$ cat config.mk
export PLATFORM = sky130hd
export DESIGN_NAME = vec_relu_arbiter
export DESIGN_NICKNAME = d
export VERILOG_FILES = /design/src/rtl/vec_relu_arbiter.sv
export SDC_FILE = /design/constraint.sdc
export NUM_CORES = 1
export LEC_CHECK = 0
export CELL_PAD_IN_SITES_DETAIL_PLACEMENT = 0
export CELL_PAD_IN_SITES_GLOBAL_PLACEMENT = 1
export CORE_MARGIN = 8
export CORE_UTILIZATION = 26
export CTS_CLUSTER_DIAMETER = 120
export DETAILED_ROUTE_END_ITERATION = 16
export GPL_TIMING_DRIVEN = 0
export PLACE_DENSITY = 0.84
export SETUP_SLACK_MARGIN = 0.15
export SKIP_LAST_GASP = 1
export SLEW_MARGIN = 5
export SYNTH_ARGS = -nofsm -noshare
export SYNTH_HDL_FRONTEND = slang
export SYNTH_SLANG_ARGS = --single-unit
$ cat constraint.sdc
create_clock -name clk -period 2.2 [get_ports clk]
set_clock_uncertainty 0.15 [all_clocks]
set_input_delay 0.44 -clock clk [delete_from_list [all_inputs] [get_ports clk]]
set_output_delay 0.44 -clock clk [all_outputs]
set_load 0.05 [all_outputs]
$ cat src/rtl/vec_relu_arbiter.sv
// vec_relu_arbiter: round-robin share of one vector ReLU between two requesters.
// Result is registered and tagged with its source (0 = A, 1 = B).
//
// Ports:
//   clk, rst_n            clock, async active-low reset
//   a_valid/a_ready/a_data  requester A handshake and vector
//   b_valid/b_ready/b_data  requester B handshake and vector
//   out_valid/out_ready     registered output handshake
//   out_data/out_src        ReLU result and its source
module vec_relu_arbiter #(
  parameter int VEC_SIZE   = 4,
  parameter int EXP_WIDTH  = 8,
  parameter int MANT_WIDTH = 23,
  localparam int FW = 1 + EXP_WIDTH + MANT_WIDTH,
  localparam int VW = VEC_SIZE * FW
) (
  input  logic          clk,
  input  logic          rst_n,
  input  logic          a_valid,
  output logic          a_ready,
  input  logic [VW-1:0] a_data,
  input  logic          b_valid,
  output logic          b_ready,
  input  logic [VW-1:0] b_data,
  output logic          out_valid,
  input  logic          out_ready,
  output logic [VW-1:0] out_data,
  output logic          out_src
);

  // last: source of the most recent accept (0 = A, 1 = B)
  logic          last;
  logic          can_take;
  logic          grant_a;
  logic          grant_b;
  logic          take_a;
  logic          take_b;
  logic [VW-1:0] sel_data;
  logic [VW-1:0] relu_vec;

  assign can_take = !out_valid || out_ready;

  // Grant only ever goes to a valid requester; a tie
  // goes to whoever did not win last time.
  always_comb begin
    grant_a = 1'b0;
    grant_b = 1'b0;
    unique case (1'b1)
      (a_valid && !b_valid): grant_a = 1'b1;
      (!a_valid && b_valid): grant_b = 1'b1;
      (a_valid && b_valid): begin
        grant_a = last;
        grant_b = !last;
      end
      default: ;
    endcase
  end

  // rst_n gating keeps readies low for the whole reset,
  // even though out_valid = 0 makes can_take true then.
  assign a_ready = rst_n && can_take && grant_a;
  assign b_ready = rst_n && can_take && grant_b;

  assign take_a = a_valid && a_ready;
  assign take_b = b_valid && b_ready;

  assign sel_data = take_b ? b_data : a_data;

  // Negative sign (incl. -0, -Inf, -NaN) -> +0.0;
  // everything else passes unchanged.
  always_comb begin
    relu_vec = sel_data;
    for (int i = 0; i < VEC_SIZE; i++) begin
      if (sel_data[i*FW + FW - 1]) begin
        relu_vec[i*FW +: FW] = '0;
      end
    end
  end

  always_ff @(posedge clk or negedge rst_n) begin
    if (!rst_n) begin
      out_valid <= 1'b0;
      out_data  <= '0;
      out_src   <= 1'b0;
      last      <= 1'b1;
    end else if (take_a || take_b) begin
      out_valid <= 1'b1;
      out_data  <= relu_vec;
      out_src   <= take_b;
      last      <= take_b;
    end else if (out_ready) begin
      out_valid <= 1'b0;
    end
  end

endmodule

# Word-level counts from Yosys, hierarchy flattened
# Index checks and enable logic that the tools add are counted.
[totals] regBits=131 in_bits=261 elab_cells=28 out_inout_bits=132
[classes] mux=9 reduce_logical=15
[ops] cell="$mux 128" n=1
[ops] cell="$mux 31" n=4
[ops] cell="$logic_and 1x1->1" n=8
[ops] cell="$logic_not 1->1" n=4
[ops] cell="$pmux 1 s2" n=2
[ops] cell="$logic_or 1x1->1" n=2
[ops] cell="$mux 1" n=2
[ops] cell="$reduce_bool 2->1" n=1

# Depth between registers and ports, before layout
[logic_depth] depth_word=7 depth_mapped=8 depth_no_buf=5

# Worst setup path before layout
# Ideal clock, no wire load.
[synth_path] path_kind="register to output" from="reg out_valid" to="out a_ready" stages_incl_launch_ff=5 path_buffers=1 setup_slack_ns=-0.061 t_arrival_ns=1.671 required_ns=1.610 cell_sequence="dfrtp_1 > nand2b_1 > buf_6 > nand3_1 > nor2b_1"
[synth_via] elab_chain_len=4
[synth_rtl] item="start, declared" line="25" text="output logic out_valid,"
[synth_rtl] item="start signal, assigned" line="82" text="out_valid <= 1'b0;"
[synth_rtl] item="start signal, assigned" line="87" text="out_valid <= 1'b1;"
[synth_rtl] item="start signal, assigned" line="92" text="out_valid <= 1'b0;"
[synth_rtl] item="$logic_not 1->1" line="41" text="assign can_take = !out_valid || out_ready;"
[synth_rtl] item="$logic_or 1x1->1" line="41"
[synth_rtl] item="$logic_and 1x1->1 (2 in series)" line="61" text="assign a_ready = rst_n && can_take && grant_a;"
[synth_rtl] item="end, declared" line="20" text="output logic a_ready,"
# No other way between the ends.

# Worst setup path after layout
[layout_path] from="reg last" to="out b_ready"
[layout_via] elab_chain_len=3
[layout_rtl] item="start, declared" line="32" text="logic last;"
[layout_rtl] item="start signal, assigned" line="90" text="last <= take_b;"
[layout_rtl] item="$logic_not 1->1" line="53" text="grant_b = !last;"
[layout_rtl] item="$pmux 1 s2" line="48" text="unique case (1'b1)"
[layout_rtl] item="$logic_and 1x1->1" line="62" text="assign b_ready = rst_n && can_take && grant_b;"
[layout_rtl] item="end, declared" line="23" text="output logic b_ready,"
# No other way between the ends.

==> results.json <==
{
  "cts_buffers": 17,
  "ys_seq_elements": 127,
  "dp_cells": 1283,
  "drtIter0Drc": 254,
  "grt_max_degree": 70,
  "wire_per_inst_um": 19.2,
  "avgSynthCellArea_sq_um": 10.8,
  "r2r_setup_slack_ps": 200,
  "p_leak_nw": 5.80,
  "clk_latency_ps": 400,
  "whs_ps": 318,
  "final.period_utilization": 0.923,
  "ant_nets": 0,
  "ys_seq_area_frac": 0.516,
  "fin_tns_setup_ps": 0,
  "clock_path_buffers": 2,
  "period_minus_slack_ps": 2030,
  "hold_path_class": "register to register",
  "route.vias.total": 5798,
  "synth_area_leaders": "dfrtp_1 (51%), mux2i_1 (20%), nand2_1 (7.7%)",
  "placed_cell_area_sq_um": 10500,
  "die_w_um": 170,
  "combPwrFrac": 0.371,
  "powerDensity_nw_per_um2": 840,
  "setup_viol": 0,
  "cap_violations": 0,
  "critPathLaunchType": "register",
  "yosys_warnings": 0,
  "grt_pass1_wl_um": 37600,
  "pre_cts_ws_ps": -905,
  "worst_slack_ps": 169,
  "swShare": 0.379,
  "tightest_slew_ps": 587,
  "fmax_mhz": 492,
  "num_rows": 56,
  "required_ps": 1610,
  "post-dp-hpwl_um": 20500,
  "clock_sinks": 127,
  "grt_use_total": 0.170,
  "grt_pass1_vias": 6372,
  "syn2layout_area_growth_pct": 81.7,
  "net-switching-power_mw": 3.56,
  "intPower_mw": 5.85,
  "slew_headroom": 0.608,
  "gp_congestion": 0.851,
  "finalNonFillerCells": 1327,
  "viasPerCell": 4.37,
  "core-area_sq_um": 23400,
  "pin_count": 393,
  "die_area_sq_um": 28900,
  "seq_power_share": 0.310,
  "arrival_ps": 1440,
  "hold_violations": 0,
  "die_y_um": 170,
  "peakVddDrop_v": 0.000365,
  "crit_type": "register to primary output",
  "finalWirelength_um": 25500,
  "cts_tree": "done",
  "post-route-cell-area_sq_um": 11200,
  "syn_inst": 572,
  "seq_area_sq_um": 3180,
  "n_fill_cell": 2339,
  "root_buffer": "clkbuf_16",
  "multi_input_area_sq_um": 2680,
  "port_buffers": 388,
  "fin_nets": 1256,
  "dr.pass1.iters": 4,
  "outcome": "complete, no violations",
  "synth_top_cell_area_share": 0.512,
  "antenna_found_initial": 3,
  "worstSetupEndpointType": "primary output",
  "clockPowerShare": 0.320,
  "yosysTopAreaCell": "dfrtp_1",
  "drive_gt1_frac": 0.134,
  "clkTransAtPathRegs_ps": 60,
  "rsz0062_at_grt": "true",
  "cts_max_level": 4,
  "syn_area_sq_um": 6160,
  "cp_max_fo": 5,
  "drc": 0,
  "synth.distinct_cells": 22,
  "grt.overflow.total": 0,
  "initial_utilization": 0.263,
  "maxSlewViolCount": 0
}
==> synthesized netlist by cell type (all sizes together) <==
master / n
o211ai: 1
nand3: 2
a211o: 4
nand2: 127
nand2b: 2
mux2i: 124
dfrtp: 126
a21boi: 1
buf: 35
clkbuf: 11
nor2b: 1
inv: 6
conb: 1
a31oi: 4
dfstp: 1
o21ai: 126
==> cell usage in the layout, fill, tap and decap left out, drive strengths merged <==
master	Yosys	final
bufinv	0	4
o211ai	1	1
a211o	4	4
conb	1	4
dlygate4sd3	0	2
clkinv	0	2
diode	0	2
dlygate4sd2	0	129
inv	6	8
clkinvlp	0	4
clkbuf	11	31
buf	35	47
a21boi	1	1
nand2b	2	2
nand2	127	127
o21ai	126	126
mux2i	124	124
a31oi	4	4
dfstp	1	1
nand3	2	2
dfrtp	126	126
nor2b	1	1
clkdlybuf4s50	0	256
==> worst max-delay path, cell delays in order, from the launching register on <==
cell	delay (ps)
dfstp_2	560
a21boi_4	70
nand3_4	90
buf_12	120
clkinv_8	50
buf_12	140
==> kinds of logic after synthesis <==
family | share of synthesized area
AND/OR/NAND/NOR | 0.0829
flip-flops | 0.516
other | 0.000609
multiplexers | 0.201
buffers and inverters | 0.0587
AO/OA/AOI/OAI | 0.140
==> power groups by stage <==
stage,Clock [mW],Combinational [mW],Sequential [mW]
6_report,3.01,3.49,2.91
2_1_floorplan,0,0.779,4.28
3_5_place_dp,0,3.73,2.97
5_1_grt,3.19,3.69,2.96
4_1_cts,3.09,3.50,2.92
3_3_place_gp,0,3.70,2.94
==> flip-flops by register name (all words and copies together) (netlist names) <==
signal     cells
out_data     124
last           1
out_src        1
out_valid      1
==> metrics by stage <==
step | utilization | power [mW]
floorplan | - | 5.06
global placement | 0.447 | 6.65
detailed placement | 0.448 | 6.69
CTS | 0.473 | 9.51
global route | 0.478 | 9.83
finish | 0.478 | 9.41
==> per-layer routing <==
layer	GRT usage	up-vias	part of all wire
met3	0.0693	22	0.091
met2	0.296	259	0.50
met1	0.189	2696	0.40
li1	-	2819	-
met4	0.0473	2	0.015
met5	0	-	0.00051
==> worst paths after layout <==
check | cells past startpoint | start | to
worst min register to register | 2 | out_data[120]$_DFFE_PN0P_ | out_data[120]$_DFFE_PN0P_
min in group asynchronous | 2 | rst_n | out_data[11]$_DFFE_PN0P_
worst max register to register | 7 | last$_DFFE_PN1P_ | out_data[124]$_DFFE_PN0P_
worst max-delay path | 5 | last$_DFFE_PN1P_ | b_ready
worst min-delay path | 2 | out_data[120]$_DFFE_PN0P_ | out_data[120]$_DFFE_PN0P_
max in group asynchronous | 3 | rst_n | out_data[43]$_DFFE_PN0P_
==> cell type report <==
type | instances | share of cell area
Antenna cell | 2 | 0.000447
Buffer | 46 | 0.0326
Clock buffer | 18 | 0.0392
Clock inverter | 12 | 0.0165
Inverter | 6 | 0.00313
Multi-Input combinational cell | 396 | 0.239
Sequential cell | 127 | 0.284
Tap cell | 319 | 0.0356
Timing Repair Buffer | 401 | 0.349
==> repair_timing <==
| action | 4_1_cts | 5_1_grt |
|---|---|---|
| endpoints found under the hold margin | 57 | 58 |
| gates resized for setup | 164 | 10 |
| pin swaps | 0 | 2 |
| gates cloned | 0 | 1 |
| endpoints found under the setup margin | 221 | 28 |
| setup buffers | 4 | 4 |
Note: power is estimated with default switching activity, not from simulation.
